**config.mk**
```make
export PLATFORM = sky130hd
export DESIGN_NAME = noise_mixer
export DESIGN_NICKNAME = d
export VERILOG_FILES = /design/src/rtl/noise_mixer_pkg.sv /design/src/rtl/noise_mixer_sat_add.sv /design/src/rtl/noise_mixer.sv
export SDC_FILE = /design/constraint.sdc
export NUM_CORES = 1
export LEC_CHECK = 0
export CAP_MARGIN = 20
export CORE_MARGIN = 5
export CORE_UTILIZATION = 47
export DETAILED_ROUTE_END_ITERATION = 6
export PLACE_DENSITY = 0.86
export REMOVE_ABC_BUFFERS = 1
export SLEW_MARGIN = 25
export SYNTH_ARGS = -nofsm -noshare
export SYNTH_HDL_FRONTEND = slang
export SYNTH_SLANG_ARGS = --single-unit
```
**constraint.sdc**
```tcl
create_clock -name i_clk -period 3 [get_ports i_clk]
set_input_delay 0.6 -clock i_clk [delete_from_list [all_inputs] [get_ports i_clk]]
set_output_delay 0.6 -clock i_clk [all_outputs]
set_load 0.01 [all_outputs]
```
**src/rtl/noise_mixer_pkg.sv**
```systemverilog
// Shared types and helpers for the noise mixer: FSM state encoding,
// noise-level width decode and default saturation bounds.
package noise_mixer_pkg;

  typedef enum logic [1:0] {IDLE, RUN, DRAIN} mix_state_e;

  localparam int unsigned PKG_DATA_W  = 16;
  localparam int          PKG_SAT_MAX = (2 ** (PKG_DATA_W - 1)) - 1;
  localparam int          PKG_SAT_MIN = -(2 ** (PKG_DATA_W - 1));

  // Active LFSR width for each noise-level code; matches the LFSR's own decode.
  function automatic int unsigned sel2width(input logic [1:0] sel);
    case (sel)
      2'd3:    return 24;
      2'd2:    return 22;
      2'd1:    return 20;
      default: return 18;
    endcase
  endfunction

endpackage

```
**src/rtl/noise_mixer_sat_add.sv**
```systemverilog
// Combinational signed adder with clamp to an OUT_W-bit signed range and a
// flag that reports whether the clamp was applied.
module sat_add #(
  parameter int unsigned IN_W  = 18,
  parameter int unsigned OUT_W = 16
) (
  input  logic signed [IN_W-1:0]  a_i,
  input  logic signed [IN_W-1:0]  b_i,
  output logic signed [OUT_W-1:0] sum_o,
  output logic                    sat_o
);

  localparam logic signed [IN_W:0] MAX_V = (IN_W+1)'((64'sd1 <<< (OUT_W - 1)) - 64'sd1);
  localparam logic signed [IN_W:0] MIN_V = (IN_W+1)'(-(64'sd1 <<< (OUT_W - 1)));

  logic signed [IN_W:0] full;

  // One extra bit keeps the raw sum exact before the range check.
  always_comb begin
    full  = (IN_W+1)'(a_i) + (IN_W+1)'(b_i);
    sum_o = full[OUT_W-1:0];
    sat_o = 1'b0;
    if (full > MAX_V) begin
      sum_o = MAX_V[OUT_W-1:0];
      sat_o = 1'b1;
    end else if (full < MIN_V) begin
      sum_o = MIN_V[OUT_W-1:0];
      sat_o = 1'b1;
    end
  end

endmodule

```
**src/rtl/noise_mixer.sv**
```systemverilog
// Adds centred, scaled LFSR noise to clean samples, saturates, and streams the
// result downstream. Optional saturation counter: NOISE_MIXER_SAT_CNT_EN.
module noise_mixer
  import noise_mixer_pkg::*;
#(
  parameter int unsigned DATA_W      = PKG_DATA_W,
  parameter int unsigned NOISE_W     = 24,
  parameter int unsigned NOISE_SHIFT = 8
) (
  input  logic               i_clk,
  input  logic               i_rst_n,
  input  logic               i_start,
  input  logic               i_stop,
  input  logic [1:0]         i_sel,
  input  logic [NOISE_W-1:0] i_noise,
  output logic               o_lfsr_en,
  input  logic [DATA_W-1:0]  i_sig,
  input  logic               i_sig_vld,
  output logic               o_sig_rdy,
  output logic [DATA_W-1:0]  o_data,
  output logic               o_vld,
  input  logic               i_rdy,
  output logic               o_sat,
  output logic               o_busy,
  output logic [15:0]        o_sat_cnt
);

  localparam int unsigned SUM_W = DATA_W + 2;

  mix_state_e               state_q;
  logic                     vld_q;
  logic                     sat_q;
  logic [DATA_W-1:0]        data_q;
  logic                     accept;

  logic [NOISE_W:0]         half;
  logic signed [NOISE_W:0]  n_c;
  logic signed [NOISE_W:0]  n_sh;
  logic signed [SUM_W-1:0]  n_s;
  logic signed [SUM_W-1:0]  sig_x;
  logic signed [DATA_W-1:0] sum_d;
  logic                     sat_d;

  // Centre the noise on zero for the active width, then scale it down.
  always_comb begin
    half  = (NOISE_W+1)'(1) << (sel2width(i_sel) - 1);
    n_c   = $signed({1'b0, i_noise}) - $signed(half);
    n_sh  = n_c >>> NOISE_SHIFT;
    n_s   = SUM_W'(n_sh);
    sig_x = SUM_W'($signed(i_sig));
  end

  sat_add #(
    .IN_W  (SUM_W),
    .OUT_W (DATA_W)
  ) u_sat_add (
    .a_i   (sig_x),
    .b_i   (n_s),
    .sum_o (sum_d),
    .sat_o (sat_d)
  );

  assign o_sig_rdy = (state_q == RUN) & (~vld_q | i_rdy);
  assign accept    = i_sig_vld & o_sig_rdy;
  assign o_lfsr_en = accept;
  assign o_busy    = (state_q != IDLE);
  assign o_data    = data_q;
  assign o_vld     = vld_q;
  assign o_sat     = sat_q;

  always_ff @(posedge i_clk or negedge i_rst_n) begin
    if (!i_rst_n) begin
      state_q <= IDLE;
      vld_q   <= 1'b0;
      sat_q   <= 1'b0;
      data_q  <= '0;
    end else begin
      case (state_q)
        IDLE:    if (i_start && !i_stop) state_q <= RUN;
        RUN:     if (i_stop) state_q <= DRAIN;
        DRAIN:   if (!vld_q || i_rdy) state_q <= IDLE;
        default: state_q <= IDLE;
      endcase
      // New accept overwrites the slot in the same cycle it drains.
      if (accept) begin
        data_q <= sum_d;
        sat_q  <= sat_d;
        vld_q  <= 1'b1;
      end else if (i_rdy) begin
        vld_q  <= 1'b0;
      end
    end
  end

`ifdef NOISE_MIXER_SAT_CNT_EN
  logic [15:0] sat_cnt_q;

  always_ff @(posedge i_clk or negedge i_rst_n) begin
    if (!i_rst_n) begin
      sat_cnt_q <= '0;
    end else if (i_start) begin
      sat_cnt_q <= '0;
    end else if (accept && sat_d && (sat_cnt_q != '1)) begin
      sat_cnt_q <= sat_cnt_q + 16'd1;
    end
  end

  assign o_sat_cnt = sat_cnt_q;
`else
  assign o_sat_cnt = '0;
`endif

endmodule

```
Word-level counts from Yosys, hierarchy flattened
Index checks and enable logic that the tools add are counted.
- bitwise operators: 4
- $add $sub $neg: 3
- reductions and logical operators: 8
- order comparisons: 2
- equality and inequality tests: 8
- shifts and indexed selects: 1
- multiplexer cells: 11
- operator list (cell ; count):
    2-to-1 mux 16 bit ; 2
    left shift 1 x 32 -> 25 bit (first input constant) ; 1
    subtractor 32 x 1 -> 32 bit (second input constant) ; 1
    subtractor 25 bit ; 1
    > comparator 19 x 16 -> 1 bit (second input constant) ; 1
    < comparator 19 x 16 -> 1 bit (second input constant) ; 1
    adder 16 x 17 -> 18 bit ; 1
    case mux 4 bit (3 select lines) ; 1
    == test 2 bit (second input constant) ; 3
    2-to-1 mux 2 bit ; 3
    inequality test 2 bit (second input constant) ; 3
    case mux 2 bit (3 select lines) ; 1
    == test 2 x 1 -> 1 bit (second input constant) ; 2
    2-to-1 mux 1 bit ; 4
    nonzero test 2 bit ; 2
    AND reduction 3 bit ; 1
    bitwise AND 1 bit ; 2
    zero test 1 bit ; 2
    zero test 2 bit ; 1
    logical AND 1 bit ; 1
    logical OR 1 bit ; 1
    inverter 1 bit ; 1
    bitwise OR 1 bit ; 1
- input bits: 48
- output and inout port bits: 37
- bits in registers: 20
- word-level logic and storage cells: 41

Longest topological paths before layout
Gate-level depths: netlist (run 1).
- word-level depth: 9
- gate-level depth with buffers: 17
- gate-level depth less buffers: 17

Hierarchy
A second synthesis (run 1) with hierarchy kept.
- cell total of the unflattened synthesis: 296
- area total of the unflattened synthesis: 2442.3 um^2
- by module, submodules not included (module ; cells an instance ; area an instance (um^2) ; sequential area each (um^2) ; times used):
    sat_add ; 183 ; 1263.7 ; 0.0 ; 1
    noise_mixer ; 113 ; 1178.6 ; 500.5 ; 1

Worst setup path after synthesis (run 1)
OpenSTA, ideal clock, no wires.
- path type: input to register
- start: in i_sel[0]
- end: reg data_q[14], in the netlist o_data[14]
- stages on the path: 16
- arrival: 3884 ps
- setup time: 121 ps
- data required time: 2879 ps
- buffers on the path: 0
- path slack: -1005 ps
- cell sequence: or2_2 -> ha_1 -> nor3_1 -> nor2b_1 -> nor3_1 -> o21bai_1 -> xnor2_1 -> ha_1 -> inv_1 -> a21oi_1 -> o21ai_1 -> or3_1 -> o311ai_4 -> o31ai_4 -> a21bo_1 -> a22o_1
- longest elaborated chain between the ends: 9
- elaborated cells between the ends (all ways): 12
- those cells by class: add/sub: 3; order compare: 2; eq/ne: 3; shift: 1; mux: 3
- ends and longest elaborated chain (element ; line ; source):
    from (decl) ; noise_mixer.sv:14 ; input logic [1:0] i_sel,
    == test 2 x 1 -> 1 bit / == test 2 bit (equally long branches) ; noise_mixer_pkg.sv:13 ; case (sel)
    case mux 4 bit (3 select lines) (*) ; noise_mixer_pkg.sv:13 ;
    subtractor 32 x 1 -> 32 bit (*) ; noise_mixer.sv:46 ; half = (NOISE_W+1)'(1) << (sel2width(i_sel) - 1);
    left shift 1 x 32 -> 25 bit (*) ; noise_mixer.sv:46 ;
    subtractor 25 bit (*) ; noise_mixer.sv:47 ; n_c = $signed({1'b0, i_noise}) - $signed(half);
    adder 16 x 17 -> 18 bit (*) ; noise_mixer_sat_add.sv:20 ; full = (IN_W+1)'(a_i) + (IN_W+1)'(b_i);
    < comparator 19 x 16 -> 1 bit ; noise_mixer_sat_add.sv:26 ; end else if (full < MIN_V) begin
    2-to-1 mux 16 bit ; noise_mixer_sat_add.sv:26 ;
    2-to-1 mux 16 bit (*) ; noise_mixer_sat_add.sv:23 ; if (full > MAX_V) begin
    to (signal assigned) ; noise_mixer.sv:86 ; data_q <= sum_d;
    to (decl) ; noise_mixer.sv:33 ; logic [DATA_W-1:0] data_q;
Every way passes the cells marked *; elsewhere a longest branch is shown, timed or not.
A chain may end at the register's enable or synchronous reset.

Worst setup path after layout (run 1)
- start: in i_sel[1]
- end: reg data_q[10], in the netlist o_data[10]
Same word-level chain as after synthesis.

==> results of run 1 <==
metrics by stage:
| step | cell area [sq um] | TNS (ns) | util, % | worst slack, ns |
|---|---|---|---|---|
| finish | 3460 | -10.89 | 79.4 | -0.701 |
| global route | 3460 | -13.08 | 79.4 | -0.831 |
| CTS | 3300 | -9.53 | 75.9 | -0.625 |
| detailed placement | 3070 | -26.40 | 70.6 | -1.64 |
| global placement | 3070 | -24.21 | 70.6 | -1.50 |
| floorplan | 1990 | -15.28 | - | -1.01 |
flip-flops by register name, summed over array words and instances, names as in the netlist:
| signal | count |
|---|---|
| o_data | 16 |
| state_q | 2 |
| o_sat | 1 |
| o_vld | 1 |
how the worst min path moves through the flow:
| stage | from | endpoint | slack, ns | cells after the start |
|---|---|---|---|---|
| after floorplan | i_rst_n | o_data[0]$_DFFE_PN0P_ | 0.30 | 0 |
| after global placement | o_sat$_DFFE_PN0P_ | o_sat$_DFFE_PN0P_ | 0.46 | 2 |
| after detailed placement | o_sat$_DFFE_PN0P_ | o_sat$_DFFE_PN0P_ | 0.47 | 2 |
| after CTS | o_sat$_DFFE_PN0P_ | o_sat$_DFFE_PN0P_ | 0.49 | 2 |
| after global routing | o_data[15]$_DFFE_PN0P_ | o_data[15]$_DFFE_PN0P_ | 0.53 | 2 |
| final | o_sat$_DFFE_PN0P_ | o_sat$_DFFE_PN0P_ | 0.48 | 2 |
final cells by class:
| type | count | area share (%) |
|---|---|---|
| inverters | 12 | 1.30 |
| flip-flops and latches | 20 | 14.5 |
| well taps | 52 | 1.88 |
| multi-input cells | 202 | 49.0 |
| repair buffers | 126 | 32.2 |
| clock buffers | 3 | 1.19 |
routing by layer:
metal  GRT usage, %  part of all wire (%)  up-vias
met2           39.4                    54       99
met1           22.8                    36     1105
met3           2.34                   5.2       32
li1               -                     -     1086
met4           8.74                   5.0        0
met5              0                     0        -
worst max-delay path, delay by kind of cell:
family | cells | cell delay (ns)
buf+inv | 5 | 0.65
compound gates | 4 | 1.28
simple gates | 5 | 0.62
fa+ha+maj | 2 | 0.68
power by group through the flow:
| stage | Clock (mW) | Sequential (mW) | Combinational [mW] |
|---|---|---|---|
| after global routing | 0.178 | 0.473 | 1.38 |
| after CTS | 0.168 | 0.458 | 1.16 |
| final | 0.164 | 0.461 | 1.28 |
| after global placement | 0 | 0.454 | 1.05 |
| after detailed placement | 0 | 0.460 | 1.08 |
| after floorplan | 0 | 0.497 | 0.491 |
cells in the final DEF (no fill, tap or decap), types with 8 or more instances in the layout:
cell,Yosys,routed
a21oi_1,14,9
buf_4,16,62
clkdlybuf4s50_1,0,56
conb_1,1,16
dfrtp_1,20,20
ha_1,22,17
inv_1,12,11
nand2_1,27,26
nor2_1,12,11
o21ai_0,14,11
xnor2_1,10,8
what timing repair did:
action                                  in CTS  in global routing
endpoints found under the hold margin        0                  0
resized for setup                           38                 25
setup buffers                                8                  2
pin swaps                                   32                 23
endpoints found under the setup margin      17                 17
kinds of logic (layout without fill, tap and decap cells):
family | Yosys count | in the layout | share of synthesized area, %
adders and majority gates | 23 | 23 | 14.1
buffers and inverters | 40 | 141 | 10.1
other | 1 | 16 | 0.179
DFF | 20 | 20 | 23.9
and+or+nand+nor | 72 | 72 | 16.7
AOI/OAI and AO/OA | 76 | 76 | 28.9
xor gates and xnor gates | 15 | 15 | 6.26
==> tab_implementation.tex, run 1 <==
\begin{tabular}{lr}
\hline
Metric & Value \\
\hline
\multicolumn{2}{l}{\textbf{STA}} \\
Clock Skews & 0.00379 ns \\
Ratio of final minimum period to clock period & 123\% \\
Slew at the pin closest to its max-slew limit & 0.838 ns \\
Fmax & 270 MHz \\
Fin Hold WS & 0.482 ns \\
Max\_slew headroom & 44.0\% \\
Final hold vios & 0 \\
Fin worst setup slack & -0.701 ns \\
Max Transition Viols Final & 0 \\
RSZ-0062 raised after global routing & true \\
Minimum period implied by the final worst setup slack & 3.70 ns \\
Final Setup Violations & 17 \\
\multicolumn{2}{l}{\textbf{Critical path}} \\
Worst reg2reg endpoint & o\_data[11]\$\_DFFE\_PN0P\_ \\
CP startpoint kind & input port \\
Req. time, crit path & 3.13 ns \\
Slowest cell on crit path & ha\_2 \\
Category of the most critical setup path & in2reg \\
List of cells traversed by the critical path & buf\_6 -> or2\_4 -> ha\_4 -> nor3\_4 -> buf\_4 -> buf\_4 -> nand2b\_1 -> ha\_2 -> inv\_1 -> o32ai\_2 -> nor2\_1 -> a41o\_1 -> o31ai\_4 -> buf\_4 -> nand2\_2 -> a22o\_1 \\
Maximum fanout along the worst path & 6 \\
Endpoint arrival time on the critical path & 3.83 ns \\
Critical path destination & o\_data[10]\$\_DFFE\_PN0P\_ \\
Reg-to-Reg Start & o\_vld\$\_DFFE\_PN0P\_ \\
Worst-case register-to-register setup slack & 1.40 ns \\
CP peak stage delay & 0.40 ns \\
Length in cells of the worst reg-to-reg path & 8 \\
Element type at the critical path end & register \\
Cell with the most instances on the worst path & buf\_4 \\
Critical Path Source & i\_sel[1] \\
\multicolumn{2}{l}{\textbf{Detailed routing}} \\
TritonRoute pass-1 iters & 5 \\
DRC marker count from the first detailed-route iteration & 89 \\
Wire length reported by the detailed router & 6890 um \\
Routed vias & 2322 \\
Vias per Instance & 5.60 \\
Post-DR wirelength/cell & 16.6 um \\
DRC violations left & 0 \\
Count of nets left with antenna violations after detail routing & 0 \\
\multicolumn{2}{l}{\textbf{Run status}} \\
Run status & finished, violations left \\
Violated checks & negative setup slack \\
\multicolumn{2}{l}{\textbf{Floorplan}} \\
DIE AREA & 0.00590 sq mm \\
Die Y & 76.8 um \\
Starting density of the core & 48.2\% \\
Core region area & 0.00435 sq mm \\
Top-Level Pins & 85 \\
Number of rows created at floorplan & 24 \\
Die Wd & 76.8 um \\
\multicolumn{2}{l}{\textbf{Synthesis}} \\
Cell count after synthesis & 247 \\
Library cell with the largest summed area after synthesis & dfrtp\_1 \\
Sequential share of the synthesized area & 23.9\% \\
Share of flip-flops with an asynchronous set or reset after synthesis & 100\% \\
Mean area per synthesized cell & 8.49 sq um \\
Most instantiated flip-flop cell in the synthesis netlist & dfrtp\_1 \\
Number of warning messages in the yosys log & 0 \\
Post-Synthesis Cell Area & 0.00210 sq mm \\
Distinct cell type count after synthesis & 51 \\
Share of the synthesized area in the top cell type & 23.9\% \\
Most common library cells after synthesis & nand2\_1 (27), ha\_1 (22), dfrtp\_1 (20) \\
Post-synthesis sequential element count & 20 \\
EDFF count, synth & 0 \\
Cell with the most instances after synthesis & nand2\_1 \\
Top cells by area, synth & dfrtp\_1 (24\%), ha\_1 (13\%), buf\_4 (5.7\%) \\
\multicolumn{2}{l}{\textbf{Placed design}} \\
RD Place Congestion & 0.875 \\
Post-DP HPWL & 4610 um \\
Number of placed cells counting well taps & 402 \\
Total of buffers placed on input and output ports & 60 \\
\multicolumn{2}{l}{\textbf{Global routing}} \\
Number of global-route vias before repair & 2302 \\
Pin count of the biggest net entering global routing & 21 \\
Wire length of the first global-routing pass & 10300 um \\
Antenna violations before repair & 0 \\
Total congestion overflow after global routing & 0 \\
Total Routing Usage GR & 20.7\% \\
\multicolumn{2}{l}{\textbf{Cells and area}} \\
Combined flip-flop and latch cell area & 500 sq um \\
Nets & 436 \\
Count of non-filler cells in the finished layout & 415 \\
Share of cells above drive strength 1 & 33.9\% \\
Fillcell total & 263 \\
Synthesis-to-layout area growth & 64.7\% \\
Multi-input logic area & 0.00169 sq mm \\
Antenna diode instance count & 0 \\
\multicolumn{2}{l}{\textbf{Power}} \\
Seq pwr share & 24.2\% \\
Largest vdd supply drop & 0.237 mV \\
Cell leakage power & 1.55 nW \\
Cell-internal power & 1.19 mW \\
Clock share of power & 8.6\% \\
Areal power density over the cells & 552 mW/mm\^{}2 \\
Fraction of power spent switching nets & 37.5\% \\
Tot Pwr & 1.91 mW \\
Share of total power in combinational logic & 67.2\% \\
Switching component of the power & 0.716 mW \\
\multicolumn{2}{l}{\textbf{CTS}} \\
CTS root buf & clkbuf\_8 \\
Clock input transition at the sequential cells of the worst setup and hold paths & 0.06 ns \\
Number of buffers inserted during clock tree synthesis & 3 \\
Maximum number of buffers from clock root to sink & 2 \\
Htree depth & 1 \\
Cts hold-fix bufs & 0 \\
Clk sink count & 20 \\
Skew-Pair Late Insertion Delay & 0.25 ns \\
TritonCTS clock tree & done \\
\multicolumn{2}{l}{\textbf{Run}} \\
Reported max-cap violation count & 0 \\
\multicolumn{2}{l}{\textbf{Min path}} \\
Worst min path class & reg2reg \\
\hline
\end{tabular}
(Power assumes the default switching activity.)
==> run 2: changes to the inputs <==
- HOLD_SLACK_MARGIN: default -> 0.02
==> results of run 2 <==
No change in the layout: final DEF, timing and power equal those of run 1.
